[src/rtl/phys_reg_free_list_pkg.sv]
// Shared sizing and tag types for the rename-stage physical register free list.
// PREG_W must stay in step with the rd/rd_old/rs1/rs2 fields of dispatchStruct.
package phys_reg_free_list_pkg;

    localparam int NUM_PREGS = 64;
    localparam int NUM_AREGS = 32;
    localparam int PREG_W    = $clog2(NUM_PREGS);
    localparam int FL_DEPTH  = NUM_PREGS - NUM_AREGS;
    localparam int FL_PTR_W  = $clog2(FL_DEPTH);
    localparam int FL_CNT_W  = $clog2(FL_DEPTH + 1);

    typedef logic [PREG_W-1:0]   preg_t;
    typedef logic [FL_PTR_W-1:0] fl_ptr_t;
    typedef logic [FL_CNT_W-1:0] fl_cnt_t;

    // Architectural regs own p0..p(NUM_AREGS-1) after reset; the rest start free.
    function automatic preg_t init_tag(input fl_ptr_t idx);
        return preg_t'(NUM_AREGS) + preg_t'(idx);
    endfunction

endpackage

[src/rtl/phys_reg_free_list_fl_ram_2r2w.sv]
// Free-list storage: FL_DEPTH tag entries, two combinational reads at ptr/ptr+1
// and two synchronous writes at ptr/ptr+1 with write b compacted onto ptr when write a is idle.
module fl_ram_2r2w
    import phys_reg_free_list_pkg::*;
(
    input  logic    i_clk,
    input  logic    i_reset,
    input  fl_ptr_t i_rd_ptr,
    output preg_t   o_rd_a,
    output preg_t   o_rd_b,
    input  fl_ptr_t i_wr_ptr,
    input  logic    i_we_a,
    input  preg_t   i_wd_a,
    input  logic    i_we_b,
    input  preg_t   i_wd_b
);

    preg_t   r_mem [FL_DEPTH];
    fl_ptr_t w_rd_ptr_b;
    fl_ptr_t w_wr_ptr_b;

    assign w_rd_ptr_b = i_rd_ptr + fl_ptr_t'(1);
    assign w_wr_ptr_b = i_we_a ? (i_wr_ptr + fl_ptr_t'(1)) : i_wr_ptr;

    assign o_rd_a = r_mem[i_rd_ptr];
    assign o_rd_b = r_mem[w_rd_ptr_b];

    always_ff @(posedge i_clk) begin
        if (i_reset) begin
            for (int i = 0; i < FL_DEPTH; i++) begin
                r_mem[i] <= init_tag(fl_ptr_t'(i));
            end
        end else begin
            if (i_we_a) begin
                r_mem[i_wr_ptr] <= i_wd_a;
            end
            if (i_we_b) begin
                r_mem[w_wr_ptr_b] <= i_wd_b;
            end
        end
    end

endmodule

[src/rtl/phys_reg_free_list.sv]
// Physical register free list for the 2-wide rename stage: pops tags at head for
// decode lanes a/b, pushes ROB-retired rd_old tags at tail, and tracks the free count.
module phys_reg_free_list
    import phys_reg_free_list_pkg::*;
(
    input  logic    clk,
    input  logic    reset,
    input  logic    alloc_req_a,
    input  logic    alloc_req_b,
    output logic    alloc_ok,
    output preg_t   alloc_tag_a,
    output preg_t   alloc_tag_b,
    input  logic    rel_valid_a,
    input  preg_t   rel_tag_a,
    input  logic    rel_valid_b,
    input  preg_t   rel_tag_b,
    output fl_cnt_t free_count,
    output logic    fl_err
);

    localparam logic [FL_CNT_W:0] FL_DEPTH_X = FL_DEPTH[FL_CNT_W:0];

    fl_ptr_t r_head;
    fl_ptr_t r_tail;
    fl_cnt_t r_free_count;
    logic    r_fl_err;

    logic [1:0]        w_n_req;
    logic [1:0]        w_n_alloc;
    logic              w_alloc_ok;
    logic              w_rel_ok_a;
    logic              w_rel_ok_b;
    logic              w_zero_err;
    logic [1:0]        w_n_rel_cand;
    logic              w_ovf;
    logic              w_acc_a;
    logic              w_acc_b;
    logic [1:0]        w_n_acc;
    logic [FL_CNT_W:0] w_avail;
    logic [FL_CNT_W:0] w_cnt_if_all;
    logic [FL_CNT_W:0] w_cnt_next;
    preg_t             w_rd_a;
    preg_t             w_rd_b;

    // Handshake: alloc_req_x is a request, alloc_ok is the grant for every request
    // asserted this cycle (all-or-nothing); a lane consumes its tag only when req && alloc_ok,
    // and the grant commits at the next rising edge. No ready/backpressure exists on release.
    assign w_n_req    = {1'b0, alloc_req_a} + {1'b0, alloc_req_b};
    assign w_alloc_ok = (fl_cnt_t'(w_n_req) <= r_free_count);
    assign w_n_alloc  = w_alloc_ok ? w_n_req : 2'd0;

    assign w_rel_ok_a   = rel_valid_a && (rel_tag_a != '0);
    assign w_rel_ok_b   = rel_valid_b && (rel_tag_b != '0);
    assign w_zero_err   = (rel_valid_a && (rel_tag_a == '0)) || (rel_valid_b && (rel_tag_b == '0));
    assign w_n_rel_cand = {1'b0, w_rel_ok_a} + {1'b0, w_rel_ok_b};

    always_comb begin
        w_avail      = '0;
        w_avail      = {1'b0, r_free_count} - {{(FL_CNT_W-1){1'b0}}, w_n_alloc};
        w_cnt_if_all = w_avail + {{(FL_CNT_W-1){1'b0}}, w_n_rel_cand};
    end

    // More free tags than entries means a double free upstream; drop the whole cycle's releases.
    assign w_ovf   = (w_cnt_if_all > FL_DEPTH_X);
    assign w_acc_a = w_rel_ok_a && !w_ovf;
    assign w_acc_b = w_rel_ok_b && !w_ovf;
    assign w_n_acc = {1'b0, w_acc_a} + {1'b0, w_acc_b};

    assign w_cnt_next = w_avail + {{(FL_CNT_W-1){1'b0}}, w_n_acc};

    fl_ram_2r2w u_fl_ram (
        .i_clk    (clk),
        .i_reset  (reset),
        .i_rd_ptr (r_head),
        .o_rd_a   (w_rd_a),
        .o_rd_b   (w_rd_b),
        .i_wr_ptr (r_tail),
        .i_we_a   (w_acc_a),
        .i_wd_a   (rel_tag_a),
        .i_we_b   (w_acc_b),
        .i_wd_b   (rel_tag_b)
    );

    always_ff @(posedge clk) begin
        if (reset) begin
            r_head       <= '0;
            r_tail       <= '0;
            r_free_count <= fl_cnt_t'(FL_DEPTH);
            r_fl_err     <= 1'b0;
        end else begin
            r_head       <= r_head + fl_ptr_t'(w_n_alloc);
            r_tail       <= r_tail + fl_ptr_t'(w_n_acc);
            r_free_count <= w_cnt_next[FL_CNT_W-1:0];
            r_fl_err     <= r_fl_err | w_zero_err | w_ovf;
        end
    end

    assign alloc_ok    = w_alloc_ok;
    assign alloc_tag_a = w_rd_a;
    assign alloc_tag_b = alloc_req_a ? w_rd_b : w_rd_a;
    assign free_count  = r_free_count;
    assign fl_err      = r_fl_err;

endmodule

[config.mk]
export PLATFORM = sky130hd
export DESIGN_NAME = phys_reg_free_list
export DESIGN_NICKNAME = d
export VERILOG_FILES = /design/src/rtl/phys_reg_free_list_pkg.sv /design/src/rtl/phys_reg_free_list_fl_ram_2r2w.sv /design/src/rtl/phys_reg_free_list.sv
export SDC_FILE = /design/constraint.sdc
export NUM_CORES = 1
export LEC_CHECK = 0
export BUFFER_PORTS_ARGS = -buffer_cell sky130_fd_sc_hd__buf_2
export CAP_MARGIN = 0
export CORE_MARGIN = 1
export CORE_UTILIZATION = 58
export DETAILED_ROUTE_END_ITERATION = 12
export HOLD_SLACK_MARGIN = 0.12
export PLACE_DENSITY = 0.78
export SETUP_SLACK_MARGIN = 0.2
export SKIP_CTS_REPAIR_TIMING = 1
export SYNTH_ARGS = -nofsm -noshare
export SYNTH_HDL_FRONTEND = slang
export SYNTH_SLANG_ARGS = --single-unit
[constraint.sdc]
create_clock -name clk -period 5.4 [get_ports clk]
set_input_delay 0.54 -clock clk [delete_from_list [all_inputs] [get_ports clk]]
set_output_delay 0.54 -clock clk [all_outputs]
set_load 0.03 [all_outputs]
* Word-level counts from Yosys, hierarchy flattened
Memories as Yosys holds them, arrays and structs flattened. A register that Yosys moved wholly into a read port is not among the register bits.
Index checks and enable logic that the tools add are counted.
** Storage, ports and cells
- Register bits :: 17
- RAM bits :: 192
- Input bits :: 18
- Output and inout bits :: 20
- Word-level logic and storage cells :: 51
- Memories kept :: 1
** Cells by class
- $add $sub $neg :: 10
- Magnitude comparators :: 2
- Mux-type cells :: 18
- Bitwise gates (word level) :: 2
- Reductions and logical operators :: 14
** Memories
- u_fl_ram.r_mem :: words 32, bits a word 6, read ports 2, clocked after Yosys merged registers in 1, wr ports 32, RTL line phys_reg_free_list_fl_ram_2r2w.sv:18 : preg_t r_mem [FL_DEPTH];
** Operators with widths (number)
- two-way mux 5 bit :: 4
- two-way mux 6 bit :: 3
- logical NOT 6 bit :: 2
- nonzero test 6 bit :: 2
- OR reduction 6 bit :: 2
- adder 5 x 1 -> 5 bit, second input constant :: 2
- adder 5 x 2 -> 5 bit :: 2
- two-way mux 1 bit :: 10
- adder 7 x 2 -> 7 bit :: 1
- greater-than comparator 7 x 6 -> 1 bit, second input constant :: 1
- subtractor 6 x 2 -> 7 bit :: 1
- adder 1 x 1 -> 2 bit :: 3
- adder 6 x 2 -> 6 bit :: 1
- <= comparator 2 x 6 -> 1 bit :: 1
- logical AND 1 bit :: 6
- two-way mux 2 bit :: 1
- bitwise OR 1 bit :: 2
- logical NOT 1 bit :: 1
- logical OR 1 bit :: 1

* Logic depth before layout (Yosys ltp)
Gate-level depths: netlist of the first run.
- Depth in word-level cells :: 13
- Mapped depth :: 27
- Depth with buffers taken out :: 26

* Modules after synthesis
From an unflattened synthesis of the first run, not the netlist that was laid out.
** Second synthesis, totals
- Cell total of the unflattened synthesis :: 1192
- Area total of the unflattened synthesis :: 14641.5 um^2
** By module, submodules not included
- fl_ram_2r2w :: instances 1, cells each 1034, area each 13282.7 um^2, seq. area each 5765.5 um^2
- phys_reg_free_list :: instances 1, cells each 158, area each 1358.8 um^2, seq. area each 340.3 um^2

* Worst setup path after synthesis of the first run
OpenSTA, ideal clock, no wires.
- Path kind :: input-to-reg
- From :: in alloc_req_a
- To :: reg r_free_count[4] (netlist: free_count[4])
- Setup time :: 128 ps
- Data arrival time :: 5832 ps
- Required time :: 5272 ps
- Path slack :: -560 ps
- Cell stages on the path :: 24
- Path buffers :: 1
- Cells stage by stage :: ha_1 ha_1 nor2b_1 o211ai_1 and2_1 ha_1 inv_1 fa_1 nor2b_1 nor3b_1 o21a_1 a311o_2 o221a_4 nand2_4 buf_4 nor2_1 ha_1 ha_1 inv_1 fa_1 o211ai_1 o21ai_0 xnor2_1 nor2_1
** Between the ends
- Longest elaborated chain between the ends :: 10
- Elaborated cells between the ends (all ways) :: 11
- Classes of those cells :: add/sub (5); order compare (2); mux (1); reduce/logical (3)
** Ends and longest elaborated chain
- from (decl) :: RTL line phys_reg_free_list.sv:8 : input logic alloc_req_a,
- adder 1 x 1 -> 2 bit (*) :: RTL line phys_reg_free_list.sv:48 : assign w_n_req = {1'b0, alloc_req_a} + {1'b0, alloc_req_b};
- <= comparator 2 x 6 -> 1 bit (*) :: RTL line phys_reg_free_list.sv:49 : assign w_alloc_ok = (fl_cnt_t'(w_n_req) <= r_free_count);
- named net alloc_ok :: RTL line phys_reg_free_list.sv:10 : output logic alloc_ok,
- two-way mux 2 bit (*) :: RTL line phys_reg_free_list.sv:50 : assign w_n_alloc = w_alloc_ok ? w_n_req : 2'd0;
- subtractor 6 x 2 -> 7 bit (*) :: RTL line phys_reg_free_list.sv:59 : w_avail = {1'b0, r_free_count} - {{(FL_CNT_W-1){1'b0}}, w_n_alloc};
- adder 7 x 2 -> 7 bit :: RTL line phys_reg_free_list.sv:60 : w_cnt_if_all = w_avail + {{(FL_CNT_W-1){1'b0}}, w_n_rel_cand};
- greater-than comparator 7 x 6 -> 1 bit :: RTL line phys_reg_free_list.sv:64 : assign w_ovf = (w_cnt_if_all > FL_DEPTH_X);
- logical NOT 1 bit :: RTL line phys_reg_free_list.sv:65, phys_reg_free_list.sv:66
- logical AND 1 bit, on equally long branches :: RTL line phys_reg_free_list.sv:65, phys_reg_free_list.sv:66
- adder 1 x 1 -> 2 bit :: RTL line phys_reg_free_list.sv:67 : assign w_n_acc = {1'b0, w_acc_a} + {1'b0, w_acc_b};
- adder 6 x 2 -> 6 bit (*) :: RTL line phys_reg_free_list.sv:69 : assign w_cnt_next = w_avail + {{(FL_CNT_W-1){1'b0}}, w_n_acc};
- to (signal assigned) :: RTL line phys_reg_free_list.sv:88 : r_free_count <= fl_cnt_t'(FL_DEPTH);
- to (signal assigned) :: RTL line phys_reg_free_list.sv:93 : r_free_count <= w_cnt_next[FL_CNT_W-1:0];
- to (decl) :: RTL line phys_reg_free_list.sv:25 : fl_cnt_t r_free_count;
The timed path passes the listed nets; every way through them passes the cells marked *.
A chain may end at the register's enable or synchronous reset.

==> summary.txt, run 1 <==
GRT
  – Total track usage: 0.4232
  – Overflow after GRT: 0
  – Largest net degree at the start of global routing: 54
  – Initial antenna violation count: 0
  – First-pass GRT wire length: 74.20 mm
  – Vias in the first global route: 11,230

Synthesis
  – Leading area contributor after synthesis: edfxtp_1
  – Mux cell area share after synthesis: 0.2007
  – Synth top area share: 0.4088
  – Number of synthesized flops with an enable pin: 192
  – Most instantiated library cell after synthesis: edfxtp_1
  – Synth Flop Type: edfxtp_1
  – FF+latch count, synth: 209
  – Seq/Total Area, Yosys: 0.4330
  – Post-synthesis adder-cell area fraction: 0.02307
  – Mapped Area: 14,100 um2
  – Top post-synthesis cells by count: edfxtp_1 (192), mux4_2 (120), a32oi_1 (66), nor2_1 (66), o32ai_1 (66)
  – Xor/xnor share of the synthesized area: 0.01056
  – Async set or reset register ratio after synthesis: 0
  – Simple-Gate Fraction of Synth Area: 0.08757
  – Syn Inst Count: 1,100
  – Largest family of logic cells by synthesized area: multiplexers
  – Compound-Gate Fraction of Synth Area: 0.2006
  – Net count after synthesis: 1,141
  – Mapped Avg Cell Area: 12.82 um2
  – Yosys cell types: 81
  – Top post-synthesis cells by area: edfxtp_1 (41%), mux4_2 (19%), a32oi_1 (4.1%)
  – Warnings, synthesis: 0

Final layout
  – Layout cells sized above 1: 0.3519
  – Reg area: 6112 um2
  – Post-synthesis to final-layout area growth: 14.90%
  – Multi-input logic area: 7590 um2
  – Final nets: 1,212
  – Layout Utilization: 0.6842
  – # fillers: 1,702

Timing
  – Slew HR: 0.2658
  – RSZ-0062 raised after global routing: no
  – Clock Skews: 9.311 ps
  – Hold slack: 310.0 ps
  – Highest Clock Rate: 200.4 MHz
  – Final setup margin: 409.5 ps
  – Max-slew violations: 0
  – Fin Setup TNS: 0 ps
  – Fin crit period: 4990 ps
  – Worst Max-Slew Pin Slew: 1100 ps
  – Final hold violations: 0
  – Setup Viol. Count Final: 0
  – Fin crit share: 0.9242

Status
  – Run status: complete, no violations

Detailed routing
  – Detailed Route Iter0 Violations: 2,467
  – Total Wirelength: 51.62 mm
  – Vias per std cell: 7.943
  – WL/cell: 34.23 um
  – Post-DRT Antenna Nets: 0
  – Via count: 11,980
  – Residual DRC: 0
  – DRT Pass-1 Iters: 6

Clock tree
  – CTS Buf Count: 24
  – Clock tree buffer depth: 3
  – H-tree depth: 1
  – Root Buffer: clkbuf_16
  – Worst-skew pair later-pin latency: 520 ps
  – Register clock-pin slew on the reported worst setup and hold paths: 60 ps
  – # clock sinks: 209
  – TritonCTS clock tree: done

Power
  – Sw Ratio: 0.3781
  – Pwr dens: 404.8 nW/um2
  – VDD IR max: 0.4236 mV
  – Sequential Power Share: 0.294
  – NetSw: 2.480 mW
  – Logic pwr share: 0.452
  – P_leak: 4.810 nW
  – Total design power: 6.559 mW
  – Clk network pwr share: 0.254
  – Internal: 4.079 mW

Die
  – Row count: 56
  – Die W: 157.9 um
  – DIE AREA: 24,940 um2
  – Core area: 23,680 um2
  – I/O Pins: 38
  – Initial core utilization: 0.5955
  – Die H: 157.9 um

Setup path
  – CP Data Required Time: 5690 ps
  – CP arrival: 5280 ps
  – Crit path capture type: flip-flop
  – R2R depth: 18
  – Startpoint types: flip-flop
  – Critical path type: flip-flop to flip-flop
  – Crit Path Max Fanout: 29

Hold path
  – Hold WC Path Type: input port to flip-flop
  – Hold path cells: 3

Placement
  – DP HPWL: 36.62 mm
  – Pre-CTS setup slack: -8.653 ps
  – Number of port buffers: 37
  – Final Wtd Congestion: 1.047

Run
  – # Max-Cap Violations: 0
logic make-up (layout without fill, tap and decap cells):
group	Yosys count	count (layout)
and+or+nand+nor	233	233
adders and majority gates	23	23
AOI/OAI and AO/OA	349	349
DFF	209	209
muxes	132	132
other	0	1
buffers and inverters	137	225
xor gates and xnor gates	17	17
state kept, by name, indices dropped and copies added (netlist names):
register        cells
u_fl_ram.r_mem    192
free_count          6
r_head              5
r_tail              5
fl_err              1
power groups by stage:
stage	combinational [mW]	clock, mW	sequential (mW)
floorplan	1.90	0	1.96
global placement	2.63	0	1.95
detailed placement	2.66	0	1.96
CTS	2.67	1.66	1.92
global route	3.08	1.72	1.94
finish	2.96	1.67	1.93
cells in the final DEF (no fill, tap or decap), drive strengths merged, types with 18 or more instances in the layout:
| master | Yosys | final |
|---|---|---|
| inv | 19 | 20 |
| a2bb2oi | 31 | 31 |
| o32ai | 70 | 70 |
| a21oi | 53 | 53 |
| o22ai | 19 | 19 |
| a32oi | 70 | 70 |
| clkbuf | 52 | 26 |
| nand2 | 58 | 58 |
| nor2 | 75 | 75 |
| buf | 65 | 162 |
| mux4 | 120 | 120 |
| a22oi | 20 | 20 |
| edfxtp | 192 | 192 |
| ha | 18 | 18 |
| o21ai | 52 | 52 |
| nor3 | 18 | 18 |
final cells by class:
class / count / share of cell area
inverters: 20 / 0.004710
repair buffers: 162 / 0.07552
clock buffers: 26 / 0.03884
well taps: 319 / 0.02463
clock inverters: 17 / 0.01050
multi-input cells: 754 / 0.4684
flip-flops and latches: 209 / 0.3772
diodes: 1 / 0.0001544
metal layers:
metal	vias up	part of all wire	wire length (um)	GRT usage
li1	4764	-	-	-
met1	5753	0.34	17480	0.5617
met2	1205	0.42	21700	0.6134
met3	256	0.18	9167	0.1697
met4	0	0.063	3276	0.1877
met5	-	0	0	0
metrics by stage:
step           area, um2  instances
2_1_floorplan      14190       1100
3_3_place_gp       15210       1455
3_5_place_dp       15210       1455
4_1_cts            16010       1498
5_1_grt            16200       1507
6_report           16200       1508
worst max-delay path, stage by stage (launching register included):
cell and delay (ps):
dfxtp_2 380, inv_1 90, ha_4 220, nor2b_1 120
o211ai_1 220, and2_4 200, ha_2 180, inv_2 40
fa_2 570, ha_2 290, nor2b_2 180, nand4_1 130
a211oi_2 300, a311o_2 210, o221a_4 250, and3_1 210
buf_12 220, nand2_1 400, o32ai_1 520
final timing paths:
| kind | startpoint | end | slack (ps) |
|---|---|---|---|
| worst max-delay path | free_count[1] | u_fl_ram.r_mem[10][0] | 410 |
| worst min-delay path | rel_valid_a | fl_err | 310 |
| worst max register to register | free_count[1] | u_fl_ram.r_mem[10][0] | 410 |
| worst min register to register | fl_err | fl_err | 580 |
Note: power is estimated with default switching activity, not from simulation.
==> inputs of run 2 (changes only) <==
Settings changed: CORE_MARGIN 1 to unset, RECOVER_POWER set to 50.
==> run 2 against run 1 <==
Net effect: first-iteration DRC count fell by 0.32%; sequential power is essentially flat; final cell count stayed put; cell area is 0.95% lower; clock-buffer cell count stayed put; die area did not move; core utilization decreased by 0.65 points; fmax decreased by 2.0%; flip-flop and latch count did not move; sequential share of layout area grew 0.36 points; worst hold slack gained 9.2 ps; total power is 0.64% lower; largest power group unchanged.
==> summary.txt, run 2 (same netlist as run 1, synthesis figures left out) <==
GRT
  – Vias in the first global route: 11,230 (unchanged)
  – Initial antenna violation count: 0 (unchanged)
  – Largest net degree at the start of global routing: 54 (unchanged)
  – First-pass GRT wire length: 74.20 mm (unchanged)
  – Total track usage: 0.4232 (unchanged)
  – Overflow after GRT: 0 (unchanged)

Final layout
  – Largest register FFs: 192 (unchanged)
  – Final nets: 1,212 (unchanged)
  – Post-synthesis to final-layout area growth: 13.81%
  – Layout cells sized above 1: 0.3173 (-0.03451)
  – Most flops, register: u_fl_ram.r_mem
  – # fillers: 1,747 (+2.6%)
  – Commonest non-fill, non-tap cell in the layout: edfxtp_1
  – Reg area: 6112 um2 (unchanged)
  – Multi-input logic area: 7528 um2 (-0.81%)
  – Commonest non-fill, non-tap cells in the layout: edfxtp_1 (192), mux4_2 (120), buf_4 (96)

Clock tree
  – CTS Buf Count: 24 (unchanged)
  – TritonCTS clock tree: done
  – # clock sinks: 209 (unchanged)
  – Worst-skew pair later-pin latency: 520 ps (about the same)
  – Clock tree buffer depth: 3 (unchanged)
  – H-tree depth: 1 (unchanged)
  – Register clock-pin slew on the reported worst setup and hold paths: 60 ps (about the same)
  – Root Buffer: clkbuf_16

Timing
  – Worst Max-Slew Pin Slew: 1492 ps (+392.2 ps)
  – Clock Skews: 14.84 ps (+5.530 ps)
  – Final hold violations: 0 (unchanged)
  – Highest Clock Rate: 196.4 MHz (-2.0%)
  – RSZ-0062 raised after global routing: no
  – Fin crit share: 0.9427 (+0.01853)
  – Setup Viol. Count Final: 0 (unchanged)
  – Hold slack: 319.2 ps (+9.237 ps)
  – Slew HR: 0.005318 (-0.2605)
  – Max-slew violations: 0 (unchanged)
  – Fin crit period: 5091 ps (+100.1 ps)
  – Fin Setup TNS: 0 ps (unchanged)

Die
  – Die H: 157.9 um (unchanged)
  – I/O Pins: 38 (unchanged)
  – DIE AREA: 24,940 um2 (unchanged)
  – Die W: 157.9 um (unchanged)
  – Core area: 23,680 um2 (unchanged)
  – Initial core utilization: 0.5955 (unchanged)
  – Row count: 56 (unchanged)

Detailed routing
  – Post-DRT Antenna Nets: 0 (unchanged)
  – Total Wirelength: 51.74 mm (+0.24%)
  – WL/cell: 34.31 um (+0.24%)
  – Vias per std cell: 8.024 (+1.0%)
  – Via count: 12,100 (+1.0%)
  – Residual DRC: 0 (unchanged)
  – DRT Pass-1 Iters: 8 (+2)
  – Detailed Route Iter0 Violations: 2,459 (-0.32%)

Power
  – VDD IR max: 0.4213 mV (-0.55%)
  – Total design power: 6.518 mW (-0.64%)
  – Pwr dens: 406.1 nW/um2 (+0.32%)
  – P_leak: 4.694 nW (-2.4%)

Setup path
  – R2R depth: 18 (unchanged)
  – Critical path cell sequence: inv_1, ha_1, nor2b_1, o211ai_1, and2_4, ha_2, inv_1, fa_2, ha_2, nor2b_2, nand4_1, a211oi_2, a311o_2, o221a_4, and3_1, buf_12, nand2_1, o32ai_1
  – Worst reg-to-reg setup slack: 310 ps (-100 ps)
  – Slowest CP cell: fa_2
  – CP arrival: 5380 ps (+100 ps)
  – Startpoint types: flip-flop
  – CP Data Required Time: 5690 ps (about the same)
  – Crit path capture type: flip-flop
  – Critical path type: flip-flop to flip-flop
  – Crit Path Max Fanout: 29 (unchanged)
  – Crit path largest cell delay: 580 ps (about the same)

Placement
  – Final Wtd Congestion: 1.047 (unchanged)
  – DP HPWL: 36.62 mm (unchanged)
  – Number of port buffers: 37 (unchanged)

Status
  – Run status: complete, no violations

Run
  – # Max-Cap Violations: 0 (unchanged)

Hold path
  – Hold path cells: 3 (unchanged)
  – Hold WC Path Type: input port to flip-flop
run 2: changes by cell type in the layout (fill, tap and decap cells not counted), sizes merged:
cell    before  now
clkbuf      26   66
buf        162  122
run 2: power by group:
part           switching [mW]  internal [mW]
logic                    1.71           1.21
clock network           0.685          0.985
registers              0.0812           1.85
run 2: cell type report:
class,count,share of cell area
antenna,1,0.0001559
clock buffer,26,0.03921
clock inverter,17,0.01060
inverter,20,0.004756
multi-input combinational,754,0.4691
sequential,209,0.3808
tap,319,0.02487
timing repair buffer,162,0.07048
run 2: final timing paths:
path | from | end
setup reg to reg | free_count[1] | u_fl_ram.r_mem[10][0]
hold reg to reg | fl_err | fl_err
hold / removal | rel_valid_a | fl_err
setup / recovery | free_count[1] | u_fl_ram.r_mem[10][0]
run 2: layer usage:
layer | wire (um) | GRT usage
met5 | 0 | 0
met4 | 3264 | 0.1877
met3 | 9399 | 0.1697
met2 | 21740 | 0.6134
met1 | 17340 | 0.5617
run 2: critical path: cells and delay by family (launching register included):
kind                     cells  cell delay [ps]
flip-flops                   1              380
buffers and inverters        3              350
adder cells (fa/ha/maj)      4             1340
AND/OR/NAND/NOR              6             1270
AO/OA/AOI/OAI                5             1520
run 2: per-stage QoR:
step / std cells / worst slack, ps / instance area [um2] / util
after floorplan: 1100 / -105.6 / 14190 / -
after global placement: 1455 / 50.39 / 15210 / 0.6421
after detailed placement: 1455 / -8.653 / 15210 / 0.6421
after CTS: 1498 / 285.2 / 16010 / 0.6759
after global routing: 1507 / 95.73 / 16050 / 0.6776
final: 1508 / 309.5 / 16050 / 0.6777
